[src/rtl/fadd_arbiter_if.sv]
// Request, adder and response signals of fadd_arbiter, grouped for port reuse.
// The slave modport is the arbiter side; master is the requester/adder/consumer side.
interface fadd_arbiter_if;
  logic        req0_valid;
  logic [15:0] req0_a;
  logic [15:0] req0_b;
  logic        req0_ready;
  logic        req1_valid;
  logic [15:0] req1_a;
  logic [15:0] req1_b;
  logic        req1_ready;
  logic [15:0] add_a;
  logic [15:0] add_b;
  logic [15:0] add_sum;
  logic        resp_valid;
  logic        resp_ready;
  logic [15:0] resp_data;
  logic        resp_id;
  logic        busy;

  modport slave (
    input  req0_valid, req0_a, req0_b, req1_valid, req1_a, req1_b,
    input  add_sum, resp_ready,
    output req0_ready, req1_ready, add_a, add_b,
    output resp_valid, resp_data, resp_id, busy
  );

  modport master (
    output req0_valid, req0_a, req0_b, req1_valid, req1_a, req1_b,
    output add_sum, resp_ready,
    input  req0_ready, req1_ready, add_a, add_b,
    input  resp_valid, resp_data, resp_id, busy
  );
endinterface

[src/rtl/fadd_arbiter.sv]
// Round-robin arbiter sharing one combinational FP16 adder between two requesters.
// The adder is a LAT-cycle multicycle path: operands are held until the sum is captured.
module fadd_arbiter #(
  parameter int unsigned LAT = 2
) (
  input  logic           clk,
  input  logic           rst,
  fadd_arbiter_if.slave  bus
);

  typedef enum logic [1:0] {
    IDLE,
    WAIT,
    RESP
  } state_t;

  state_t      r_state;
  state_t      w_state_nxt;
  logic [3:0]  r_cnt;
  logic        r_ptr;
  logic        r_id;
  logic [15:0] r_add_a;
  logic [15:0] r_add_b;
  logic [15:0] r_resp_data;

  logic        w_grant_vld;
  logic        w_grant;
  logic        w_accept;

  // Ready is masked during reset so a held request is never seen as accepted.
  always_comb begin
    w_grant_vld = bus.req0_valid | bus.req1_valid;
    w_grant     = (bus.req0_valid & bus.req1_valid) ? r_ptr : bus.req1_valid;
    w_accept    = (r_state == IDLE) & w_grant_vld & ~rst;
  end

  always_comb begin
    w_state_nxt = r_state;
    case (r_state)
      IDLE:    if (w_accept) w_state_nxt = WAIT;
      WAIT:    if (r_cnt == '0) w_state_nxt = RESP;
      RESP:    if (bus.resp_ready) w_state_nxt = IDLE;
      default: w_state_nxt = IDLE;
    endcase
  end

  always_ff @(posedge clk) begin
    if (rst) r_state <= IDLE;
    else     r_state <= w_state_nxt;
  end

  always_ff @(posedge clk) begin
    if (rst) begin
      r_cnt       <= '0;
      r_ptr       <= 1'b0;
      r_id        <= 1'b0;
      r_add_a     <= '0;
      r_add_b     <= '0;
      r_resp_data <= '0;
    end else begin
      if (w_accept) begin
        r_add_a <= w_grant ? bus.req1_a : bus.req0_a;
        r_add_b <= w_grant ? bus.req1_b : bus.req0_b;
        r_id    <= w_grant;
        r_ptr   <= ~w_grant;
        r_cnt   <= 4'(LAT - 1);
      end
      if (r_state == WAIT) begin
        if (r_cnt == '0) r_resp_data <= bus.add_sum;
        else             r_cnt       <= r_cnt - 4'd1;
      end
    end
  end

  assign bus.req0_ready = w_accept & ~w_grant;
  assign bus.req1_ready = w_accept & w_grant;
  assign bus.add_a      = r_add_a;
  assign bus.add_b      = r_add_b;
  assign bus.resp_valid = (r_state == RESP);
  assign bus.resp_data  = r_resp_data;
  assign bus.resp_id    = r_id;
  assign bus.busy       = (r_state != IDLE);

endmodule

[src/flat_wrapper.sv]
// flat-port wrapper written by rule: the top's interface ports become plain ports
module fadd_arbiter_flat 
#(
  parameter int unsigned LAT = 2
)
  (clk, rst, bus_req0_valid, bus_req0_a, bus_req0_b, bus_req1_valid, bus_req1_a, bus_req1_b, bus_add_sum, bus_resp_ready, bus_req0_ready, bus_req1_ready, bus_add_a, bus_add_b, bus_resp_valid, bus_resp_data, bus_resp_id, bus_busy);
  fadd_arbiter_if bus_i ();
  input  logic clk;
  input  logic rst;
  input wire logic [$bits(bus_i.req0_valid)-1:0] bus_req0_valid;
  input wire logic [$bits(bus_i.req0_a)-1:0] bus_req0_a;
  input wire logic [$bits(bus_i.req0_b)-1:0] bus_req0_b;
  input wire logic [$bits(bus_i.req1_valid)-1:0] bus_req1_valid;
  input wire logic [$bits(bus_i.req1_a)-1:0] bus_req1_a;
  input wire logic [$bits(bus_i.req1_b)-1:0] bus_req1_b;
  input wire logic [$bits(bus_i.add_sum)-1:0] bus_add_sum;
  input wire logic [$bits(bus_i.resp_ready)-1:0] bus_resp_ready;
  output wire logic [$bits(bus_i.req0_ready)-1:0] bus_req0_ready;
  output wire logic [$bits(bus_i.req1_ready)-1:0] bus_req1_ready;
  output wire logic [$bits(bus_i.add_a)-1:0] bus_add_a;
  output wire logic [$bits(bus_i.add_b)-1:0] bus_add_b;
  output wire logic [$bits(bus_i.resp_valid)-1:0] bus_resp_valid;
  output wire logic [$bits(bus_i.resp_data)-1:0] bus_resp_data;
  output wire logic [$bits(bus_i.resp_id)-1:0] bus_resp_id;
  output wire logic [$bits(bus_i.busy)-1:0] bus_busy;
  assign bus_i.req0_valid = bus_req0_valid;
  assign bus_i.req0_a = bus_req0_a;
  assign bus_i.req0_b = bus_req0_b;
  assign bus_i.req1_valid = bus_req1_valid;
  assign bus_i.req1_a = bus_req1_a;
  assign bus_i.req1_b = bus_req1_b;
  assign bus_i.add_sum = bus_add_sum;
  assign bus_i.resp_ready = bus_resp_ready;
  assign bus_req0_ready = bus_i.req0_ready;
  assign bus_req1_ready = bus_i.req1_ready;
  assign bus_add_a = bus_i.add_a;
  assign bus_add_b = bus_i.add_b;
  assign bus_resp_valid = bus_i.resp_valid;
  assign bus_resp_data = bus_i.resp_data;
  assign bus_resp_id = bus_i.resp_id;
  assign bus_busy = bus_i.busy;
  fadd_arbiter #(.LAT(LAT)) u_core (.clk(clk), .rst(rst), .bus(bus_i));
endmodule
[config.mk]
export PLATFORM = sky130hd
export DESIGN_NAME = fadd_arbiter_flat
export DESIGN_NICKNAME = d
export VERILOG_FILES = /design/src/rtl/fadd_arbiter_if.sv /design/src/rtl/fadd_arbiter.sv /design/src/flat_wrapper.sv
export SDC_FILE = /design/constraint.sdc
export NUM_CORES = 1
export LEC_CHECK = 0
export BUFFER_PORTS_ARGS = -buffer_cell sky130_fd_sc_hd__buf_2
export CORE_MARGIN = 5
export CORE_UTILIZATION = 45
export DETAILED_ROUTE_END_ITERATION = 10
export PLACE_DENSITY = 0.83
export SYNTH_ARGS = -nofsm -noshare
export SYNTH_HDL_FRONTEND = slang
export SYNTH_SLANG_ARGS = --single-unit
[constraint.sdc]
create_clock -name clk -period 1.6 [get_ports clk]
set_input_delay 0.32 -clock clk [delete_from_list [all_inputs] [get_ports clk]]
set_output_delay 0.32 -clock clk [all_outputs]
set_load 0.01 [all_outputs]
# After elaboration in Yosys (flattened, before gate mapping)
# Index checks and enable logic that the tools add are counted.
dict set report word_totals {
  word_cells 36
  regBits 56
}
dict set report classes {
  mux 10
  add_sub_neg 1
  n_reduce_logical 5
  bitwise_logic 8
  n_eq_ne 5
}
# cell n
set ops {}
lappend ops {{16-bit two-way mux} 2}
lappend ops {{4-bit two-way mux} 3}
lappend ops {{2-bit two-way mux} 3}
lappend ops {{2-bit case mux with 3 select lines} 1}
lappend ops {{1-bit bitwise AND} 5}
lappend ops {{4-bit zero test} 1}
lappend ops {{2-bit by 1-bit inequality test with 1-bit output, second input constant} 2}
lappend ops {{4-bit by 1-bit subtractor with 4-bit output, second input constant} 1}
lappend ops {{3-bit AND reduction} 1}
lappend ops {{2-bit by 1-bit equality test with 1-bit output, second input constant} 1}
lappend ops {{2-bit equality test, second input constant} 1}
lappend ops {{2-bit zero test} 1}
lappend ops {{2-bit inequality test, second input constant} 1}
lappend ops {{1-bit NOT} 2}
lappend ops {{2-bit AND reduction} 1}
lappend ops {{2-bit nonzero test} 1}
lappend ops {{1-bit two-way mux} 1}
lappend ops {{1-bit bitwise OR} 1}

# Depth between registers and ports, before layout
# Gate-level depths: netlist (run 1).
dict set report logic_depth {
  depth_word 6
  depth_mapped 7
  ltp_nobuf 5
}

# Least setup slack after synthesis (run 1)
# No wires, ideal clock.
dict set report synth_path {
  path_type {in2out}
  startpoint {in bus_req0_valid}
  endpoint {out bus_req0_ready}
  path_stages 3
  t_arrival_ps 1338
  n_path_buf 1
  slack_ps -58
  cell_sequence {clkinv_1 -> clkbuf_1 -> a2111oi_0}
}
dict set report synth_between {
  elab_chain_cells 4
  word_cells_on_any_way 7
  cone_classes {mux (1); bitwise (6)}
}
# element line_no
set synth_rtl {}
lappend synth_rtl {{start: declaration} flat_wrapper.sv:10} ;# input wire logic [$bits(bus_i.req0_valid)-1:0] bus_req0_valid;
lappend synth_rtl {{1-bit bitwise OR or 1-bit bitwise AND (tied branches)} {fadd_arbiter.sv:32, fadd_arbiter.sv:33}}
lappend synth_rtl {{1-bit bitwise AND or 1-bit two-way mux (tied branches)} {fadd_arbiter.sv:34, fadd_arbiter.sv:33}}
lappend synth_rtl {{1-bit bitwise AND or 1-bit NOT (tied branches)} {fadd_arbiter.sv:34, fadd_arbiter.sv:75}}
lappend synth_rtl {{1-bit bitwise AND *} fadd_arbiter.sv:75} ;# assign bus.req0_ready = w_accept & ~w_grant;
lappend synth_rtl {{end: declaration} flat_wrapper.sv:18} ;# output wire logic [$bits(bus_i.req0_ready)-1:0] bus_req0_ready;
# Every way passes the cells marked *; elsewhere a longest branch is shown, timed or not.

# Worst setup path in the final report (run 1)
dict set report layout_path {
  startpoint {reg u_core.r_state[0]}
  endpoint {out bus_req0_ready}
}
dict set report layout_between {
  elab_chain_cells 4
}
# element line_no
set layout_rtl {}
lappend layout_rtl {{start: declaration} fadd_arbiter.sv:17} ;# state_t r_state;
lappend layout_rtl {{start signal: assignment} fadd_arbiter.sv:49} ;# else r_state <= w_state_nxt;
lappend layout_rtl {{2-bit zero test} fadd_arbiter.sv:34} ;# w_accept = (r_state == IDLE) & w_grant_vld & ~rst;
lappend layout_rtl {{1-bit bitwise AND (2 in series)} fadd_arbiter.sv:34}
lappend layout_rtl {{1-bit bitwise AND} fadd_arbiter.sv:75}
# No other way between the ends.

==> results of run 1 <==
report_power, final:
part | switching [mW] | internal, mW
combinational | 0.753 | 0.564
clock | 0.441 | 0.354
sequential | 0.124 | 1.59
total | 1.32 | 2.51
timing repair:
item,4_1_cts,5_1_grt
gates resized for setup,9,6
pin swaps,1,2
endpoints found under the setup margin,3,21
setup buffers,4,1
registers in the layout, summed over array words and instances, names as in the netlist:
register / flops
u_core.r_ptr: 1
u_core.bus.add_b: 16
u_core.bus.resp_data: 16
u_core.bus.add_a: 16
u_core.bus.resp_id: 1
u_core.r_cnt: 4
u_core.r_state: 2
routing by layer:
| layer | up-vias | track usage | wire length (um) |
|---|---|---|---|
| met1 | 1419 | 0.286 | 3600 |
| met2 | 168 | 0.374 | 4160 |
| li1 | 1485 | - | - |
| met4 | 0 | 0.0628 | 116 |
| met5 | - | 0 | 0 |
| met3 | 12 | 0.0710 | 999 |
through the flow:
stage | setup WS (ns) | power, mW | cell area, um2 | instances | util
CTS | 0.00259 | 3.82 | 3610 | 519 | 0.617
detailed placement | 0.0196 | 2.97 | 3440 | 507 | 0.589
global route | -0.0700 | 4.04 | 3630 | 520 | 0.621
floorplan | 0.0503 | 2.48 | 2690 | 316 | -
global placement | 0.0844 | 2.94 | 3440 | 507 | 0.589
finish | 0.00952 | 3.83 | 3630 | 520 | 0.621
tightest hold or removal path, cell delays in order:
cell,delay [ns]
sky130_fd_sc_hd__buf_2,0.09
sky130_fd_sc_hd__nand3_1,0.05
sky130_fd_sc_hd__a21oi_1,0.05
cells in the mapped netlist (2+ instances only):
cell | n | share of area
sky130_fd_sc_hd__dfxtp_1 | 56 | 0.42
sky130_fd_sc_hd__a21oi_1 | 53 | 0.099
sky130_fd_sc_hd__o21ai_0 | 45 | 0.084
sky130_fd_sc_hd__o211ai_1 | 35 | 0.098
sky130_fd_sc_hd__a311oi_1 | 32 | 0.10
sky130_fd_sc_hd__clkbuf_1 | 24 | 0.034
sky130_fd_sc_hd__nand3_1 | 16 | 0.030
sky130_fd_sc_hd__buf_2 | 12 | 0.022
sky130_fd_sc_hd__inv_1 | 4 | 0.0056
sky130_fd_sc_hd__nor2_1 | 4 | 0.0056
sky130_fd_sc_hd__o21ai_1 | 4 | 0.0075
sky130_fd_sc_hd__nand3b_1 | 3 | 0.0084
sky130_fd_sc_hd__buf_6 | 2 | 0.0084
sky130_fd_sc_hd__nor2b_1 | 2 | 0.0047
sky130_fd_sc_hd__nor4_1 | 2 | 0.0047
final cells by class:
cell class | instances | share of cell area
Clock buffer | 8 | 0.0248
Sequential cell | 56 | 0.311
Tap cell | 75 | 0.0258
Multi-Input combinational cell | 215 | 0.388
Timing Repair Buffer | 160 | 0.243
Inverter | 6 | 0.00689
how the worst max path moves through the flow:
stage / endpoint / slack, ns / cells past startpoint
finish: bus_req0_ready / 0.01 / 4
global route: bus_req0_ready / -0.07 / 4
CTS: u_core.r_cnt[1] / 0.003 / 5
detailed placement: u_core.r_cnt[1] / 0.02 / 5
global placement: bus_req0_ready / 0.08 / 4
floorplan: bus_req0_ready / 0.05 / 3
cell families after synthesis:
kind of cell	Yosys count	share of synthesized area
AO/OA/AOI/OAI	177	0.419
AND/OR/NAND/NOR	37	0.0835
flip-flops	56	0.418
buffers and inverters	45	0.0755
adder cells (fa/ha/maj)	1	0.00466
==> implementation parameters, run 1 <==
Parameter                              Value

Yosys
  Mapped cell area    2680 um2
  Mean instance size in the synthesized netlist    approximately 8.5 um2
  Sequential area share after synthesis    0.418
  Most used flip-flop cell after synthesis    sky130_fd_sc_hd__dfxtp_1
  Mapped Nets    around 400
  Number of cells produced by synthesis    between 300 and 400
  Count of cell types in the netlist    37
  Number of flip-flops and latches in the synthesized netlist    56
  Total of warnings raised by yosys    0
  Post-synth EDFFs    0
  Share of synthesized flip-flops with an asynchronous set or reset    0

CTS
  Clock latency of the later-clocked register in the worst-skew pair    0.31 ns
  Clock buffer count from CTS    5
  Root buffer selected by CTS    sky130_fd_sc_hd__clkbuf_8
  CTS clock-pin slew for the worst setup and hold paths    0.09 ns
  Number of sinks driven by the clock tree    56
  Clock tree from TritonCTS    built
  Number of H-tree levels    2
  Clock Path Buffers    2
  Quantity of hold-fixing buffers added after cts    0

Finish
  Most common library cell in the layout ignoring fill and taps    sky130_fd_sc_hd__buf_2
  Layout cell share with drive strength beyond 1    0.407
  Top library cells by usage in the layout, fill and taps aside    sky130_fd_sc_hd__buf_2, sky130_fd_sc_hd__a21oi_1, sky130_fd_sc_hd__dfxtp_1
  Register cell area after layout    around 1100 um2
  Antenna diode count    0
  Count of fill cells added during filler insertion    537
  Area overhead of the layout relative to synthesis    35.3%
  Count of nets after finishing    between 500 and 600
  Multi-input combinational cell area    1410 um2

STA
  Final total negative setup slack    0 ns
  Minimum clock period    1.59 ns
  Setup-failing EPs final    0
  Final Hold Fails    0
  WHS    0.257 ns
  Period utilization    0.994
  Slew @ Worst Pin    0.585 ns
  Final Skew    a little under 0.006 ns
  Max Fclk    629 MHz
  Number of max-slew violations in the final report    0
  Worst rel slew slack    0.610
  RSZ-0062 raised after global routing    true

Min path
  Cell depth of the worst hold path    3
  WHS Endpoint    u_core.bus.resp_data[13]
  Startpoint of the lowest-slack hold path    bus_add_sum[13]
  Tightest Hold Check Type    input port to flop

Drt
  Routed vias/inst    5.93
  Detail-routed net length per standard cell    roughly 17 um
  Detailed Routing Iterations Pass 1    5
  Total number of vias    3084
  DRT antenna net count    0
  Post-route DRC    0
  Detailed Route Iter0 Violations    around 180
  Post-Route WL    just under 9 mm

Setup path
  Setup slack on the worst flop-to-flop path    around 0.040 ns
  Critical Path Slowest Stage Cell    sky130_fd_sc_hd__dfxtp_4
  Endpoint class of the critical path    primary output
  Worst R2R End    u_core.r_cnt[1]
  Total buffers and inverters traversed by the critical path    2
  Worst Setup SP    u_core.r_state[0]
  Delay of the slowest cell on the worst path    ~0.36 ns
  Critical path start-end classification    flop to primary output
  Startpoint of the most critical register-to-register path    u_core.r_cnt[0]
  Largest fanout of any net on the critical path    4
  Data arrival time at the worst-slack endpoint    1.27 ns
  Nature of the critical path startpoint    flop
  Category of cells accounting for the largest share of critical-path delay    flip-flops
  Critical Path RT    roughly 1.3 ns
  Number of cell instances on the worst register-to-register path    5
  Cell-by-cell trace of the critical path    nor2_4, inv_4, a2111oi_4, buf_2

Die
  Die ar.    approximately 7600 um2
  Num rows    28
  IO Pins    between 100 and 150
  Initial core utilization    0.459
  Core area    about 5900 um2
  Die Ht    a little under 90 um
  Die Span X    roughly 87 um

Placement
  Last weighted congestion value of the routability-driven placer    0.792
  Port buffer count    approximately 140
  HPWL after DPL    ~6.1 mm

GRT
  Number of antenna violations at the first check in global routing    0
  GRT overflow    0
  Global-route wire length before repair    14.0 mm
  Global routing usage summed across all routing layers    0.227
  Pin count of the biggest net entering global routing    55
  Number of global-route vias before repair    2908

Flow run
  Max-cap violation count    0

Power and ir drop
  Power per unit of standard cell area    between 1000 and 1500 nW/um2
  VDD IR max    between 500 and 600 uV
  Leakage component of the power    approximately 1.5 nW

Status
  Result of the run    finished, final reports clean
(Power assumes the default switching activity.)
==> run 2, diff against run 1 <==
--- a/config.mk
+++ b/config.mk
@@ -5,11 +5,13 @@
 export SDC_FILE = /design/constraint.sdc
 export NUM_CORES = 1
 export LEC_CHECK = 0
+export ABC_AREA = 1
 export BUFFER_PORTS_ARGS = -buffer_cell sky130_fd_sc_hd__buf_2
+export CORE_ASPECT_RATIO = 0.75
 export CORE_MARGIN = 5
 export CORE_UTILIZATION = 45
 export DETAILED_ROUTE_END_ITERATION = 10
-export PLACE_DENSITY = 0.83
+export PLACE_DENSITY = 0.84
 export SYNTH_ARGS = -nofsm -noshare
 export SYNTH_HDL_FRONTEND = slang
 export SYNTH_SLANG_ARGS = --single-unit
==> implementation parameters, run 2 <==
Parameter                              Value

Setup path
  Critical path start-end classification    flop to primary output (unchanged)
  Critical Path RT    1.28 ns (about the same)
  Nature of the critical path startpoint    flop (unchanged)
  Data arrival time at the worst-slack endpoint    1.19 ns (was 1.27 ns)
  Startpoint of the most critical register-to-register path    u_core.r_state[0] (was u_core.r_cnt[0])
  Worst Setup SP    u_core.r_state[0] (unchanged)
  Largest fanout of any net on the critical path    4 (unchanged)
  Endpoint class of the critical path    primary output (unchanged)

Finish
  Antenna diode count    0 (unchanged)
  Area overhead of the layout relative to synthesis    33.7% (was 35.3%)
  Count of nets after finishing    594 (was 530)
  Layout cell share with drive strength beyond 1    0.338 (was 0.407)
  Most common library cell in the layout ignoring fill and taps    sky130_fd_sc_hd__nand2_1 (was sky130_fd_sc_hd__buf_2)
  Top library cells by usage in the layout, fill and taps aside    sky130_fd_sc_hd__nand2_1, sky130_fd_sc_hd__buf_2, sky130_fd_sc_hd__dfxtp_1 (was sky130_fd_sc_hd__buf_2, sky130_fd_sc_hd__a21oi_1, sky130_fd_sc_hd__dfxtp_1)
  Count of fill cells added during filler insertion    513 (was 537)
  Post-route insts no fill    584 (was 520)

Yosys
  Mapped cell area    2550 um2 (was 2680 um2)
  Main area contributors after synthesis    sky130_fd_sc_hd__dfxtp_1, sky130_fd_sc_hd__nand2_1, sky130_fd_sc_hd__a21oi_1, sky130_fd_sc_hd__nand3_1, sky130_fd_sc_hd__nor2_1 (was sky130_fd_sc_hd__dfxtp_1, sky130_fd_sc_hd__a311oi_1, sky130_fd_sc_hd__a21oi_1, sky130_fd_sc_hd__o211ai_1, sky130_fd_sc_hd__o21ai_0)
  Number of cells produced by synthesis    376 (was 316)
  Share of synthesized flip-flops with an asynchronous set or reset    0 (unchanged)
  Biggest area consumer among synthesized cells    sky130_fd_sc_hd__dfxtp_1 (unchanged)
  Commonest cells in the synthesized netlist    sky130_fd_sc_hd__nand2_1, sky130_fd_sc_hd__dfxtp_1, sky130_fd_sc_hd__nor2_1 (was sky130_fd_sc_hd__dfxtp_1, sky130_fd_sc_hd__a21oi_1, sky130_fd_sc_hd__o21ai_0)
  Fraction of synthesized cell area taken by the top area cell type    0.439 (was 0.418)
  Mean instance size in the synthesized netlist    6.79 um2 (was 8.49 um2)
  Mapped Nets    462 (was 402)
  Sequential area share after synthesis    0.439 (was 0.418)
  Leading cell type by number of instances after synthesis    sky130_fd_sc_hd__nand2_1 (was sky130_fd_sc_hd__dfxtp_1)
  Post-synth EDFFs    0 (unchanged)
  Total of warnings raised by yosys    0 (unchanged)
  Most used flip-flop cell after synthesis    sky130_fd_sc_hd__dfxtp_1 (unchanged)
  Count of cell types in the netlist    22 (was 37)
  Number of flip-flops and latches in the synthesized netlist    56 (unchanged)

CTS
  Clock buffer count from CTS    5 (unchanged)
  Clock tree from TritonCTS    built (unchanged)
  Clock latency of the later-clocked register in the worst-skew pair    0.31 ns (about the same)
  Root buffer selected by CTS    sky130_fd_sc_hd__clkbuf_8 (unchanged)
  Number of H-tree levels    2 (unchanged)
  Number of sinks driven by the clock tree    56 (unchanged)
  CTS clock-pin slew for the worst setup and hold paths    0.10 ns (was 0.09 ns)
  Clock Path Buffers    2 (unchanged)

Drt
  Total number of vias    2854 (was 3084)
  Detail-routed net length per standard cell    12.1 um (was 17.1 um)
  DRT antenna net count    0 (unchanged)
  Detailed Routing Iterations Pass 1    5 (unchanged)
  Post-Route WL    7.07 mm (was 8.88 mm)
  Detailed Route Iter0 Violations    130 (was 183)
  Routed vias/inst    4.89 (was 5.93)
  Post-route DRC    0 (unchanged)

Placement
  HPWL after DPL    5.45 mm (was 6.10 mm)
  Last weighted congestion value of the routability-driven placer    0.863 (was 0.792)
  Port buffer count    137 (unchanged)
  Post-placement cell count    574 (was 507)

GRT
  Number of global-route vias before repair    2711 (was 2908)
  Pin count of the biggest net entering global routing    37 (was 55)
  GRT overflow    0 (unchanged)
  Global-route wire length before repair    11.8 mm (was 14.0 mm)
  Number of antenna violations at the first check in global routing    0 (unchanged)
  Global routing usage summed across all routing layers    0.195 (was 0.227)

STA
  Worst rel slew slack    0.761 (was 0.610)
  Slew @ Worst Pin    0.358 ns (was 0.585 ns)
  Period utilization    0.941 (was 0.994)
  Final Skew    0.0123 ns (was 0.00588 ns)
  Final Hold Fails    0 (unchanged)
  Final total negative setup slack    0 ns (unchanged)
  Max Fclk    664 MHz (was 629 MHz)
  Number of max-slew violations in the final report    0 (unchanged)
  Setup-failing EPs final    0 (unchanged)
  RSZ-0062 raised after global routing    false (was true)
  Minimum clock period    1.51 ns (was 1.59 ns)

Status
  Result of the run    finished, final reports clean (unchanged)

Die
  Die Span X    97.0 um (was 87.2 um)
  Die ar.    7290 um2 (was 7610 um2)
  Initial core utilization    0.472 (was 0.459)
  Core area    5410 um2 (was 5850 um2)
  Num rows    23 (was 28)
  Die Ht    75.2 um (was 87.2 um)
  IO Pins    138 (unchanged)

Power and ir drop
  Switching power summed over all nets    1.16 mW (was 1.32 mW)
  Sequential share of power    0.458 (was 0.449)
  Power per unit of standard cell area    1060 nW/um2 (about the same)
  VDD IR max    615 uV (was 518 uV)
  Logic pwr share    0.288 (was 0.344)
  Internal power    2.46 mW (was 2.51 mW)
  Switching power as a share of total power    0.320 (was 0.344)
  Share of total power in the clock network    0.254 (was 0.208)
  Leakage component of the power    1.83 nW (was 1.53 nW)

Flow run
  Max-cap violation count    0 (unchanged)

Min path
  Tightest Hold Check Type    input port to flop (unchanged)
  Startpoint of the lowest-slack hold path    bus_add_sum[14] (was bus_add_sum[13])
## run 2: changes by cell type after synthesis, moves of 5 or more
cell / delta
sky130_fd_sc_hd__a311oi_1: -32
sky130_fd_sc_hd__o211ai_1: -35
sky130_fd_sc_hd__inv_2: +5
sky130_fd_sc_hd__buf_2: -5
sky130_fd_sc_hd__o21ai_1: +6
sky130_fd_sc_hd__o21ai_0: -36
sky130_fd_sc_hd__clkbuf_1: -18
sky130_fd_sc_hd__nand2_1: +141
sky130_fd_sc_hd__a21oi_1: -15
sky130_fd_sc_hd__nand3_1: +18
sky130_fd_sc_hd__nor2_1: +36
## run 2: layout make-up
cell class,instances,area [um2],share of cell area
clock buffers,6,72.6,0.0213
inverters,14,52.6,0.0154
clock inverters,2,38.8,0.0114
repair buffers,149,788,0.231
flip-flops and latches,56,1120,0.329
multi-input cells,282,1240,0.365
well taps,75,93.8,0.0275
## run 2: logic make-up after synthesis
family                     count (synthesis)  share of synthesized area
AOI/OAI and AO/OA                         57                      0.112
adders and majority gates                  1                    0.00490
xor gates and xnor gates                   1                    0.00343
and+or+nand+nor                          223                      0.362
buffers and inverters                     38                     0.0784
DFF                                       56                      0.439
## run 2: critical path: stages, from the launching register on
cell	delay, ns
sky130_fd_sc_hd__dfxtp_1	0.37
sky130_fd_sc_hd__nor2_4	0.13
sky130_fd_sc_hd__nand3_4	0.09
sky130_fd_sc_hd__a21oi_2	0.14
sky130_fd_sc_hd__buf_2	0.15
## run 2: path summary, 6_finish.rpt
kind                              endpoint  slack, ns  cells after the start
setup / recovery            bus_req0_ready       0.09                      4
hold / removal    u_core.bus.resp_data[14]       0.23                      3
hold reg to reg        u_core.bus.add_a[7]       0.47                      2
setup reg to reg       u_core.bus.add_a[6]       0.23                      7
## run 2: metrics by stage
step / power [mW] / utilization / cell area (um2) / hold WS [ns] / worst slack, ns
after floorplan: 2.35 / - / 2550 / 0.448 / 0.296
after global placement: 2.69 / 0.605 / 3270 / 0.449 / 0.193
after detailed placement: 2.72 / 0.605 / 3270 / 0.453 / 0.178
after CTS: 3.66 / 0.629 / 3400 / 0.222 / 0.00104
after global routing: 3.87 / 0.631 / 3410 / 0.230 / 0.00511
final: 3.62 / 0.631 / 3410 / 0.227 / 0.0940
## run 2: timing repair
| item | CTS | global route |
|---|---|---|
| pin swaps | 1 | 1 |
| cloned | 0 | 0 |
| buffers inserted | 2 | 0 |
| gates resized for setup | 2 | 3 |
| hold buffers | 0 | 0 |
| endpoints found under the setup margin | 2 | 2 |
## run 2: layer usage
layer	GRT usage	wire (um)
met1	0.231	3000
met3	0.0546	631
met2	0.349	3330
met4	0.0654	111
met5	0	0
## run 2: power by group through the flow
stage                     clock [mW]  sequential (mW)  combinational (mW)
after floorplan                    0             1.75               0.604
after global placement             0             1.68                1.01
after detailed placement           0             1.68                1.04
after CTS                      0.954             1.66                1.05
after global routing            1.00             1.68                1.19
final                          0.922             1.66                1.04
==> run 3, diff against run 2 <==
--- a/config.mk
+++ b/config.mk
@@ -7,11 +7,13 @@
 export LEC_CHECK = 0
 export ABC_AREA = 1
 export BUFFER_PORTS_ARGS = -buffer_cell sky130_fd_sc_hd__buf_2
+export CELL_PAD_IN_SITES_DETAIL_PLACEMENT = 1
+export CELL_PAD_IN_SITES_GLOBAL_PLACEMENT = 1
 export CORE_ASPECT_RATIO = 0.75
 export CORE_MARGIN = 5
-export CORE_UTILIZATION = 45
+export CORE_UTILIZATION = 29
 export DETAILED_ROUTE_END_ITERATION = 10
-export PLACE_DENSITY = 0.84
+export PLACE_DENSITY = 0.82
 export SYNTH_ARGS = -nofsm -noshare
 export SYNTH_HDL_FRONTEND = slang
 export SYNTH_SLANG_ARGS = --single-unit
==> implementation parameters, run 3 (synthesized netlist as in run 2, its figures left out) <==
Parameter                              Value

Status
  Result of the run    finished, final reports clean (unchanged)

Setup path
  Endpoint class of the critical path    primary output (unchanged)
  Category of cells accounting for the largest share of critical-path delay    flip-flops (unchanged)
  Setup slack on the worst flop-to-flop path    0.23 ns (about the same)
  Cell-by-cell trace of the critical path    nor2_4, nand3_4, a21oi_2, buf_2 (unchanged)
  Total buffers and inverters traversed by the critical path    1 (unchanged)
  Worst R2R End    u_core.bus.resp_data[1] (was u_core.bus.add_a[6])
  Number of cell instances on the worst register-to-register path    7 (unchanged)
  Startpoint of the most critical register-to-register path    u_core.r_cnt[0] (was u_core.r_state[0])
  Data arrival time at the worst-slack endpoint    1.19 ns (about the same)
  Critical path start-end classification    flop to primary output (unchanged)
  Delay of the slowest cell on the worst path    0.36 ns (was 0.37 ns)
  Critical Path Slowest Stage Cell    sky130_fd_sc_hd__dfxtp_1 (unchanged)
  Worst Setup SP    u_core.r_state[1] (was u_core.r_state[0])
  Largest fanout of any net on the critical path    5 (was 4)
  Critical Path RT    1.28 ns (about the same)
  Nature of the critical path startpoint    flop (unchanged)

Drt
  Detailed-route wire length on metal 1    3.71 mm (was 3.00 mm)
  Routed vias/inst    4.64 (was 4.89)
  Detail-routed net length per standard cell    13.9 um (was 12.1 um)
  DRT antenna net count    0 (unchanged)
  Total number of vias    2861 (was 2854)
  DR top layer    met4 (unchanged)
  Post-route DRC    0 (unchanged)
  Metal2 WL    4.13 mm (was 3.33 mm)
  Detailed Route Iter0 Violations    98 (was 130)
  Detailed Routing Iterations Pass 1    4 (was 5)
  Routed wl met3    686 um (was 631 um)
  Post-Route WL    8.59 mm (was 7.07 mm)

Power and ir drop
  Share of total power in the clock network    0.313 (was 0.254)
  Internal power    2.73 mW (was 2.46 mW)
  Logic pwr share    0.270 (was 0.288)
  Power per unit of standard cell area    1130 nW/um2 (was 1060 nW/um2)
  Leakage component of the power    1.85 nW (was 1.83 nW)
  Switching power summed over all nets    1.24 mW (was 1.16 mW)
  Sequential share of power    0.418 (was 0.458)
  Switching power as a share of total power    0.312 (was 0.320)
  Overall power after layout    3.98 mW (was 3.62 mW)
  VDD IR max    573 uV (was 615 uV)

Min path
  Tightest Hold Check Type    input port to flop (unchanged)
  Startpoint of the lowest-slack hold path    bus_add_sum[2] (was bus_add_sum[14])
  Cell depth of the worst hold path    3 (unchanged)
  WHS Endpoint    u_core.bus.resp_data[2] (was u_core.bus.resp_data[14])

CTS
  Clock Path Buffers    2 (unchanged)
  Clock buffer count from CTS    5 (unchanged)
  Number of sinks driven by the clock tree    56 (unchanged)
  Clock latency of the later-clocked register in the worst-skew pair    0.29 ns (was 0.31 ns)
  CTS clock-pin slew for the worst setup and hold paths    0.07 ns (was 0.10 ns)
  Post-CTS Setup Inserts    0 (was 2)
  Clock tree from TritonCTS    built (unchanged)
  Quantity of hold-fixing buffers added after cts    0 (unchanged)
  Root buffer selected by CTS    sky130_fd_sc_hd__clkbuf_16 (was sky130_fd_sc_hd__clkbuf_8)
  Number of H-tree levels    2 (unchanged)

STA
  Number of max-slew violations in the final report    0 (unchanged)
  Max Fclk    662 MHz (was 664 MHz)
  Period utilization    0.944 (was 0.941)
  Final Hold Fails    0 (unchanged)
  Worst rel slew slack    0.747 (was 0.761)
  RSZ-0062 raised after global routing    false (unchanged)
  Final Skew    0.00458 ns (was 0.0123 ns)
  Minimum clock period    1.51 ns (about the same)
  Final total negative setup slack    0 ns (unchanged)
  Slew @ Worst Pin    0.380 ns (was 0.358 ns)
  Worst setup margin    0.0895 ns (was 0.0940 ns)
  WHS    0.248 ns (was 0.227 ns)
  Setup-failing EPs final    0 (unchanged)

GRT
  Global routing usage summed across all routing layers    0.160 (was 0.195)
  Pin count of the biggest net entering global routing    37 (unchanged)
  GRT overflow    0 (unchanged)
  Number of global-route vias before repair    3004 (was 2711)
  Global-route wire length before repair    14.6 mm (was 11.8 mm)
  Number of antenna violations at the first check in global routing    0 (unchanged)

Die
  Die ar.    10800 um2 (was 7290 um2)
  Initial core utilization    0.299 (was 0.472)
  Num rows    29 (was 23)
  Die Span X    118 um (was 97.0 um)
  Die Ht    91.3 um (was 75.2 um)
  Core area    8530 um2 (was 5410 um2)
  IO Pins    138 (unchanged)

Finish
  Antenna diode count    0 (unchanged)
  Count of nets after finishing    593 (was 594)
  Fin util    0.411 (was 0.631)
  Most common library cell in the layout ignoring fill and taps    sky130_fd_sc_hd__nand2_1 (unchanged)
  Area overhead of the layout relative to synthesis    37.3% (was 33.7%)
  Top library cells by usage in the layout, fill and taps aside    sky130_fd_sc_hd__nand2_1, sky130_fd_sc_hd__buf_2, sky130_fd_sc_hd__dfxtp_1 (unchanged)
  Layout cell share with drive strength beyond 1    0.337 (was 0.338)

Placement
  Worst slack at placement    0.229 ns (was 0.178 ns)
  Last weighted congestion value of the routability-driven placer    0.762 (was 0.863)
  HPWL after DPL    6.73 mm (was 5.45 mm)
  Port buffer count    137 (unchanged)

Flow run
  Max-cap violation count    0 (unchanged)
run 3: worst register-to-register path, cell delays in order, from the launching register on:
cell	delay, ns
sky130_fd_sc_hd__dfxtp_1	0.33
sky130_fd_sc_hd__inv_1	0.08
sky130_fd_sc_hd__ha_1	0.24
sky130_fd_sc_hd__nand2_2	0.14
sky130_fd_sc_hd__nor2_8	0.05
sky130_fd_sc_hd__buf_4	0.18
sky130_fd_sc_hd__o21ai_0	0.19
sky130_fd_sc_hd__nor2_1	0.05
run 3: per-layer routing:
layer  vias to the layer above  GRT usage
li1                       1454          -
met1                      1318      0.199
met2                        85      0.272
met3                         4     0.0534
met4                         0     0.0315
met5                         -          0
run 3: area by class of cell:
type                    instances  area [um2]
fillers                      1151        5020
multi-input cells             282        1240
flip-flops and latches         56        1120
repair buffers                148         781
well taps                     108         135
clock buffers                   6         129
inverters                      14        52.6
clock inverters                 2        38.8
run 3: power groups by stage:
stage / Clock [mW] / Combinational (mW) / Sequential, mW
floorplan: 0 / 0.604 / 1.75
CTS: 1.29 / 1.10 / 1.66
finish: 1.24 / 1.07 / 1.66
global route: 1.36 / 1.22 / 1.69
detailed placement: 0 / 1.09 / 1.69
global placement: 0 / 1.05 / 1.68
run 3: per-stage QoR:
step / instance area (um2) / cells
after global routing: 3500 / 616
final: 3500 / 616
after floorplan: 2550 / 376
after global placement: 3320 / 608
after detailed placement: 3320 / 608
after CTS: 3500 / 616
run 3: worst max path at each step:
stage	depth (start not counted)	slack, ns	endpoint
after floorplan	5	0.30	bus_req1_ready
after global placement	6	0.29	bus_req0_ready
after detailed placement	7	0.23	u_core.bus.resp_data[1]
after CTS	4	0.03	bus_req0_ready
after global routing	4	0.002	bus_req0_ready
final	4	0.09	bus_req0_ready
run 3: timing repair:
item,in CTS,in global routing
gates resized for setup,3,2
pin swaps,0,1
setup endpoints to repair,2,2
cloned,0,0
hold endpoints to repair,0,0
